## config.mk

```make
export PLATFORM = sky130hd
export DESIGN_NAME = multicycle_control_flat
export DESIGN_NICKNAME = d
export VERILOG_FILES = /design/src/rtl/multicycle_control_if.sv /design/src/rtl/multicycle_control.sv /design/src/flat_wrapper.sv
export SDC_FILE = /design/constraint.sdc
export NUM_CORES = 1
export LEC_CHECK = 0
export ABC_AREA = 1
export BUFFER_PORTS_ARGS = -buffer_cell sky130_fd_sc_hd__buf_2
export CAP_MARGIN = 10
export CORE_UTILIZATION = 35
export DETAILED_ROUTE_END_ITERATION = 8
export PLACE_DENSITY = 0.62
export RECOVER_POWER = 50
export SLEW_MARGIN = 20
export SYNTH_ARGS = -nofsm -noshare
export SYNTH_HDL_FRONTEND = slang
export SYNTH_SLANG_ARGS = --single-unit
```

## constraint.sdc

```tcl
create_clock -name clk -period 1.6 [get_ports clk]
set_input_delay 0.08 -clock clk [delete_from_list [all_inputs] [get_ports clk]]
set_output_delay 0.08 -clock clk [all_outputs]
set_load 0.005 [all_outputs]
```

## src/rtl/multicycle_control_if.sv

```systemverilog
// Control bundle between the multicycle control FSM and the RV64I-subset datapath.
// master: the control FSM (consumes the IR, drives every datapath flag).
// slave:  the datapath side (supplies the IR, observes the flags).
interface multicycle_control_if;
  logic [31:0] instruction_in;
  logic        PCWrite;
  logic        PCWriteCond;
  logic        PCSource;
  logic        ALUSrcA;
  logic        LoadAOut;
  logic        RegWrite;
  logic        LoadRegA;
  logic        LoadRegB;
  logic        MemToReg;
  logic        DMemOp;
  logic        LoadMDR;
  logic        IMemRead;
  logic        IRWrite;
  logic [1:0]  ALUSrcB;
  logic [1:0]  ALUOp;
  logic        halted;
  logic [3:0]  state_out;
  logic [31:0] instr_retired;

  modport master (
    input  instruction_in,
    output PCWrite, PCWriteCond, PCSource, ALUSrcA, LoadAOut, RegWrite, LoadRegA, LoadRegB,
    output MemToReg, DMemOp, LoadMDR, IMemRead, IRWrite, ALUSrcB, ALUOp,
    output halted, state_out, instr_retired
  );

  modport slave (
    output instruction_in,
    input  PCWrite, PCWriteCond, PCSource, ALUSrcA, LoadAOut, RegWrite, LoadRegA, LoadRegB,
    input  MemToReg, DMemOp, LoadMDR, IMemRead, IRWrite, ALUSrcB, ALUOp,
    input  halted, state_out, instr_retired
  );
endinterface

```

## src/rtl/multicycle_control.sv

```systemverilog
// Moore multicycle control FSM for the RV64I-subset datapath. Sequences
// fetch/decode/execute/memory/writeback, halts on illegal encodings and
// counts retired instructions.
module multicycle_control #(
  parameter logic [31:0] RESET_COUNT = 32'h0
) (
  input logic                  clk,
  input logic                  reset,
  multicycle_control_if.master bus
);

  typedef enum logic [3:0] {
    StRst      = 4'd0,
    StFetch    = 4'd1,
    StDecode   = 4'd2,
    StExecR    = 4'd3,
    StExecI    = 4'd4,
    StAluWb    = 4'd5,
    StMemAddr  = 4'd6,
    StMemRead  = 4'd7,
    StMemWb    = 4'd8,
    StMemWrite = 4'd9,
    StBranch   = 4'd10,
    StHalt     = 4'd11
  } state_e;

  localparam logic [6:0] OpRType  = 7'b0110011;
  localparam logic [6:0] OpIType  = 7'b0010011;
  localparam logic [6:0] OpLoad   = 7'b0000011;
  localparam logic [6:0] OpStore  = 7'b0100011;
  localparam logic [6:0] OpBranch = 7'b1100011;

  state_e      state_q, state_d;
  // Remembers whether the ALU_WB being entered came from EXEC_R (1) or EXEC_I (0).
  logic        rtype_q, rtype_d;
  logic [31:0] retired_q, retired_d;
  logic        retire;

  logic [6:0] opcode;
  logic [2:0] funct3;
  logic [6:0] funct7;

  assign opcode = bus.instruction_in[6:0];
  assign funct3 = bus.instruction_in[14:12];
  assign funct7 = bus.instruction_in[31:25];

  logic       r_legal, i_legal;
  logic [1:0] r_aluop, i_aluop;

  // R-type ALU op decode; illegal combinations leave ALUOp at add.
  always_comb begin
    r_legal = 1'b1;
    r_aluop = 2'b00;
    case ({funct7, funct3})
      10'b0000000_000: r_aluop = 2'b00;
      10'b0100000_000: r_aluop = 2'b01;
      10'b0000000_111: r_aluop = 2'b10;
      10'b0000000_110: r_aluop = 2'b11;
      default:         r_legal = 1'b0;
    endcase
  end

  // I-type ALU op decode; funct7 is part of the immediate here.
  always_comb begin
    i_legal = 1'b1;
    i_aluop = 2'b00;
    case (funct3)
      3'b000:  i_aluop = 2'b00;
      3'b111:  i_aluop = 2'b10;
      3'b110:  i_aluop = 2'b11;
      default: i_legal = 1'b0;
    endcase
  end

  // Next-state and Moore flag decode.
  always_comb begin
    state_d          = state_q;
    rtype_d          = rtype_q;
    retire           = 1'b0;
    bus.PCWrite      = 1'b0;
    bus.PCWriteCond  = 1'b0;
    bus.PCSource     = 1'b0;
    bus.ALUSrcA      = 1'b0;
    bus.LoadAOut     = 1'b0;
    bus.RegWrite     = 1'b0;
    bus.LoadRegA     = 1'b0;
    bus.LoadRegB     = 1'b0;
    bus.MemToReg     = 1'b0;
    bus.DMemOp       = 1'b0;
    bus.LoadMDR      = 1'b0;
    bus.IMemRead     = 1'b0;
    bus.IRWrite      = 1'b0;
    bus.ALUSrcB      = 2'b00;
    bus.ALUOp        = 2'b00;
    unique case (state_q)
      StRst: state_d = StFetch;
      StFetch: begin
        bus.IMemRead = 1'b1;
        bus.IRWrite  = 1'b1;
        bus.PCWrite  = 1'b1;
        bus.ALUSrcB  = 2'b01;
        state_d      = StDecode;
      end
      StDecode: begin
        bus.LoadRegA = 1'b1;
        bus.LoadRegB = 1'b1;
        bus.LoadAOut = 1'b1;
        bus.ALUSrcB  = 2'b11;
        if (opcode == OpRType) begin
          state_d = StExecR;
        end else if (opcode == OpIType) begin
          state_d = StExecI;
        end else if ((opcode == OpLoad || opcode == OpStore) && funct3 == 3'b011) begin
          state_d = StMemAddr;
        end else if (opcode == OpBranch && funct3 == 3'b000) begin
          state_d = StBranch;
        end else begin
          state_d = StHalt;
        end
      end
      StExecR: begin
        bus.ALUSrcA  = 1'b1;
        bus.ALUSrcB  = 2'b00;
        bus.LoadAOut = 1'b1;
        bus.ALUOp    = r_aluop;
        rtype_d      = 1'b1;
        state_d      = r_legal ? StAluWb : StHalt;
      end
      StExecI: begin
        bus.ALUSrcA  = 1'b1;
        bus.ALUSrcB  = 2'b10;
        bus.LoadAOut = 1'b1;
        bus.ALUOp    = i_aluop;
        rtype_d      = 1'b0;
        state_d      = i_legal ? StAluWb : StHalt;
      end
      StAluWb: begin
        // IR is stable until the next FETCH, so the EXEC decode is still valid here.
        bus.RegWrite = 1'b1;
        bus.ALUSrcA  = 1'b1;
        bus.ALUSrcB  = rtype_q ? 2'b00 : 2'b10;
        bus.ALUOp    = rtype_q ? r_aluop : i_aluop;
        retire       = 1'b1;
        state_d      = StFetch;
      end
      StMemAddr: begin
        bus.ALUSrcA  = 1'b1;
        bus.ALUSrcB  = 2'b10;
        bus.LoadAOut = 1'b1;
        state_d      = (opcode == OpLoad) ? StMemRead : StMemWrite;
      end
      StMemRead: begin
        bus.ALUSrcA = 1'b1;
        bus.ALUSrcB = 2'b10;
        bus.LoadMDR = 1'b1;
        state_d     = StMemWb;
      end
      StMemWb: begin
        bus.RegWrite = 1'b1;
        bus.MemToReg = 1'b1;
        retire       = 1'b1;
        state_d      = StFetch;
      end
      StMemWrite: begin
        bus.ALUSrcA = 1'b1;
        bus.ALUSrcB = 2'b10;
        bus.DMemOp  = 1'b1;
        retire      = 1'b1;
        state_d     = StFetch;
      end
      StBranch: begin
        bus.ALUSrcA     = 1'b1;
        bus.ALUSrcB     = 2'b00;
        bus.ALUOp       = 2'b01;
        bus.PCWriteCond = 1'b1;
        bus.PCSource    = 1'b1;
        retire          = 1'b1;
        state_d         = StFetch;
      end
      StHalt: state_d = StHalt;
      default: state_d = StHalt;
    endcase
  end

  // Retired-instruction counter, wraps naturally at 32 bits.
  always_comb begin
    retired_d = retired_q;
    if (retire) begin
      retired_d = retired_q + 32'd1;
    end
  end

  // State, EXEC-kind and counter registers.
  always_ff @(posedge clk or negedge reset) begin
    if (!reset) begin
      state_q   <= StRst;
      rtype_q   <= 1'b0;
      retired_q <= RESET_COUNT;
    end else begin
      state_q   <= state_d;
      rtype_q   <= rtype_d;
      retired_q <= retired_d;
    end
  end

  assign bus.halted        = (state_q == StHalt);
  assign bus.state_out     = state_q;
  assign bus.instr_retired = retired_q;

endmodule

```

## src/flat_wrapper.sv

```systemverilog
// flat-port wrapper written by rule: the top's interface ports become plain ports
module multicycle_control_flat 
#(
  parameter logic [31:0] RESET_COUNT = 32'h0
)
  (clk, reset, bus_instruction_in, bus_PCWrite, bus_PCWriteCond, bus_PCSource, bus_ALUSrcA, bus_LoadAOut, bus_RegWrite, bus_LoadRegA, bus_LoadRegB, bus_MemToReg, bus_DMemOp, bus_LoadMDR, bus_IMemRead, bus_IRWrite, bus_ALUSrcB, bus_ALUOp, bus_halted, bus_state_out, bus_instr_retired);
  multicycle_control_if bus_i ();
  input logic clk;
  input logic reset;
  input wire logic [$bits(bus_i.instruction_in)-1:0] bus_instruction_in;
  output wire logic [$bits(bus_i.PCWrite)-1:0] bus_PCWrite;
  output wire logic [$bits(bus_i.PCWriteCond)-1:0] bus_PCWriteCond;
  output wire logic [$bits(bus_i.PCSource)-1:0] bus_PCSource;
  output wire logic [$bits(bus_i.ALUSrcA)-1:0] bus_ALUSrcA;
  output wire logic [$bits(bus_i.LoadAOut)-1:0] bus_LoadAOut;
  output wire logic [$bits(bus_i.RegWrite)-1:0] bus_RegWrite;
  output wire logic [$bits(bus_i.LoadRegA)-1:0] bus_LoadRegA;
  output wire logic [$bits(bus_i.LoadRegB)-1:0] bus_LoadRegB;
  output wire logic [$bits(bus_i.MemToReg)-1:0] bus_MemToReg;
  output wire logic [$bits(bus_i.DMemOp)-1:0] bus_DMemOp;
  output wire logic [$bits(bus_i.LoadMDR)-1:0] bus_LoadMDR;
  output wire logic [$bits(bus_i.IMemRead)-1:0] bus_IMemRead;
  output wire logic [$bits(bus_i.IRWrite)-1:0] bus_IRWrite;
  output wire logic [$bits(bus_i.ALUSrcB)-1:0] bus_ALUSrcB;
  output wire logic [$bits(bus_i.ALUOp)-1:0] bus_ALUOp;
  output wire logic [$bits(bus_i.halted)-1:0] bus_halted;
  output wire logic [$bits(bus_i.state_out)-1:0] bus_state_out;
  output wire logic [$bits(bus_i.instr_retired)-1:0] bus_instr_retired;
  assign bus_i.instruction_in = bus_instruction_in;
  assign bus_PCWrite = bus_i.PCWrite;
  assign bus_PCWriteCond = bus_i.PCWriteCond;
  assign bus_PCSource = bus_i.PCSource;
  assign bus_ALUSrcA = bus_i.ALUSrcA;
  assign bus_LoadAOut = bus_i.LoadAOut;
  assign bus_RegWrite = bus_i.RegWrite;
  assign bus_LoadRegA = bus_i.LoadRegA;
  assign bus_LoadRegB = bus_i.LoadRegB;
  assign bus_MemToReg = bus_i.MemToReg;
  assign bus_DMemOp = bus_i.DMemOp;
  assign bus_LoadMDR = bus_i.LoadMDR;
  assign bus_IMemRead = bus_i.IMemRead;
  assign bus_IRWrite = bus_i.IRWrite;
  assign bus_ALUSrcB = bus_i.ALUSrcB;
  assign bus_ALUOp = bus_i.ALUOp;
  assign bus_halted = bus_i.halted;
  assign bus_state_out = bus_i.state_out;
  assign bus_instr_retired = bus_i.instr_retired;
  multicycle_control #(.RESET_COUNT(RESET_COUNT)) u_core (.clk(clk), .reset(reset), .bus(bus_i));
endmodule
```

==> out/qor.yml <==
violations: "setup timing"
synth_area_leaders: "dfrtp_1 37%, nand2_1 16%, nor2_1 8.6%"
synth_edf_count: 0
finalSetupViolations: 1
worstPathMaxFanout: 5
pwr_density_cell_nw_per_um2: 1020
ir_drop_uv: 820
gp_congestion: 0.845
floorplan.rows: 30
wl_per_cell_um: 11.5
fmax_ghz: 0.618
drive_above_1_share_pct: 29.7
placed_cell_area_um2: 3090
cts_buffers: 5
hold_viol_final: 0
ys_types: 26
setup_slack_ps: -17.4
power_mw: 3.40
synth_most_common_cell: "nand2_1"
grt_pass1_wl_um: 10600
max_slew_margin_pct: 37.7
finalClockSkew_ps: 4.16
ys_seq_elements: 37
path_cells: "nor2_4 > buf_6 > nand2_4 > a21oi_2 > nand3_1 > nand2_1 > inv_1 > nand2_1 > buf_2"
drv_cap: 0
worstPathArrival_ps: 1540
final_util_pct: 48.4
yosys.area.top_type: "dfrtp_1"
cts.path.max_buffers: 2
yosysWarnings: 0
grt_pass1_vias: 2366
setup_tns_ps: -17.4
regArea_um2: 928
clockRootBuffer: "clkbuf_8"
cp_common_cell: "nand2_1"
path_clk_slew_ps: 70
drtPass1Iterations: 4
grt_setup_unrepaired: "true"
drt_wl_total_um: 6560
fin_crit_sh_pct: 101
grt_use_total_pct: 17.8
dp_hpwl_um: 5020
drtIter0Drc: 132
status: "finished, violations left"
numClockSinks: 37
die-height_um: 87.1
syn_to_final_growth_pct: 32.0
start_kind: "flip-flop"
antennaDiodeCount: 0
nets: 509
seq_area_frac_synth_pct: 36.5
syn_area_per_cell_um2: 6.76
start_util_pct: 36.7
chipWidth_um: 87.1
grt-ovfl-total: 0
cp.required_ps: 1520
synthCells: 375
clk_latency_ps: 280
ioPinCount: 88
min_path_type: "in2reg"
async_flop_share_pct: 100
ys_dominant_reg_cell: "dfrtp_1"
antenna_found_initial: 0
grt_max_degree: 38
multiInputGateArea_um2: 1440
fill_cells: 725
core_area_um2: 6910
postLayoutCellArea_um2: 3340
synth.net_count: 410
worst-setup-path-type: "reg2out"
ant_nets: 0
drc: 0
io_buffers: 72
min_period_ps: 1620
pre_cts_slack_ps: 4.08
cp_slowest_cell: "dfrtp_2"
slowest_delay_ps: 460
cts_tree: "yes"
num_vias: 2632
synth_area_um2: 2530
synthDominantCellAreaShare_pct: 36.5
p_leak_nw: 1.78
worst_pin_slew_ps: 935
via_per_inst: 4.61
h-tree-depth: 2
drv_slew: 0
cp-end-kind: "primary output"
synthTopCellsByCount: "109 x nand2_1, 58 x nor2_1, 54 x inv_1"
die_area_um2: 7580
[through the flow]
stage / hold WS, ps / cells
final: 214 / 571
after global routing: 238 / 571
after CTS: 215 / 564
after detailed placement: 66.3 / 552
after global placement: 61.4 / 552
after floorplan: -216 / 375
[final cells by class]
type,instances,share of cell area [%]
flip-flops and latches,37,27.8
well taps,96,3.59
clock buffers,8,2.40
repair buffers,99,17.1
multi-input cells,276,43.0
inverters,55,6.18
[report_power, final]
part / switching (mW) / total (mW) / internal [mW]
Sequential: 0.143 / 1.18 / 1.04
Combinational: 0.904 / 1.59 / 0.684
Clock: 0.319 / 0.629 / 0.310
Total: 1.37 / 3.40 / 2.03
[critical path, delay by kind of cell, from the launching register on]
family	cells	cell delay, ps
AO/OA/AOI/OAI	1	130
AND/OR/NAND/NOR	5	380
buffers and inverters	3	280
flip-flops	1	460
[sequential cells by signal, indices dropped and copies added, names as in the netlist]
signal and count:
u_core.rtype_q 1, u_core.bus.state_out 4, u_core.bus.instr_retired 32
[worst paths after layout]
kind                                                               start                                       end  slack (ps)  cells after the start
worst max-delay path                   u_core.bus.state_out[3]$_DFF_PN0_                              bus_ALUOp[0]         -20                      9
worst min-delay path                               bus_instruction_in[6]         u_core.bus.state_out[0]$_DFF_PN0_         210                      4
worst max register to register   u_core.bus.instr_retired[4]$_DFFE_PN0P_  u_core.bus.instr_retired[27]$_DFFE_PN0P_         120                      8
worst min register to register  u_core.bus.instr_retired[31]$_DFFE_PN0P_  u_core.bus.instr_retired[31]$_DFFE_PN0P_         500                      2
max in group asynchronous                                          reset         u_core.bus.state_out[3]$_DFF_PN0_         420                      3
min in group asynchronous                                          reset  u_core.bus.instr_retired[11]$_DFFE_PN0P_         540                      3
[layer usage]
| layer | track usage, % | up-vias | routed length [um] |
|---|---|---|---|
| met3 | 3.79 | 13 | 257 |
| met1 | 24.5 | 1199 | 3240 |
| met2 | 28.0 | 46 | 2950 |
| li1 | - | 1374 | - |
| met5 | 0 | - | 0 |
| met4 | 5.76 | 0 | 102 |
[cells by family after synthesis]
logic type                 share of synthesized area, %
and+or+nand+nor                                    42.1
buffers and inverters                              11.0
DFF                                                36.5
AOI/OAI and AO/OA                                  4.69
xor gates and xnor gates                           5.18
adders and majority gates                         0.494
[repair_timing]
item	4_1_cts	5_1_grt
hold endpoints to repair	37	0
pin swaps	1	10
hold buffers	1	0
resized for setup	8	33
setup buffers	3	7
endpoints found under the setup margin	3	20
[cell usage in the layout, fill, tap and decap left out, types with 12 or more instances in the layout]
master / n
buf_4: 22
buf_2: 63
nand4_1: 13
clkbuf_1: 12
nor2_2: 12
nand3_1: 25
inv_1: 50
nand2_1: 103
dfrtp_1: 35
nor2_1: 49
No activity file was read; power rests on OpenSTA's default activity.
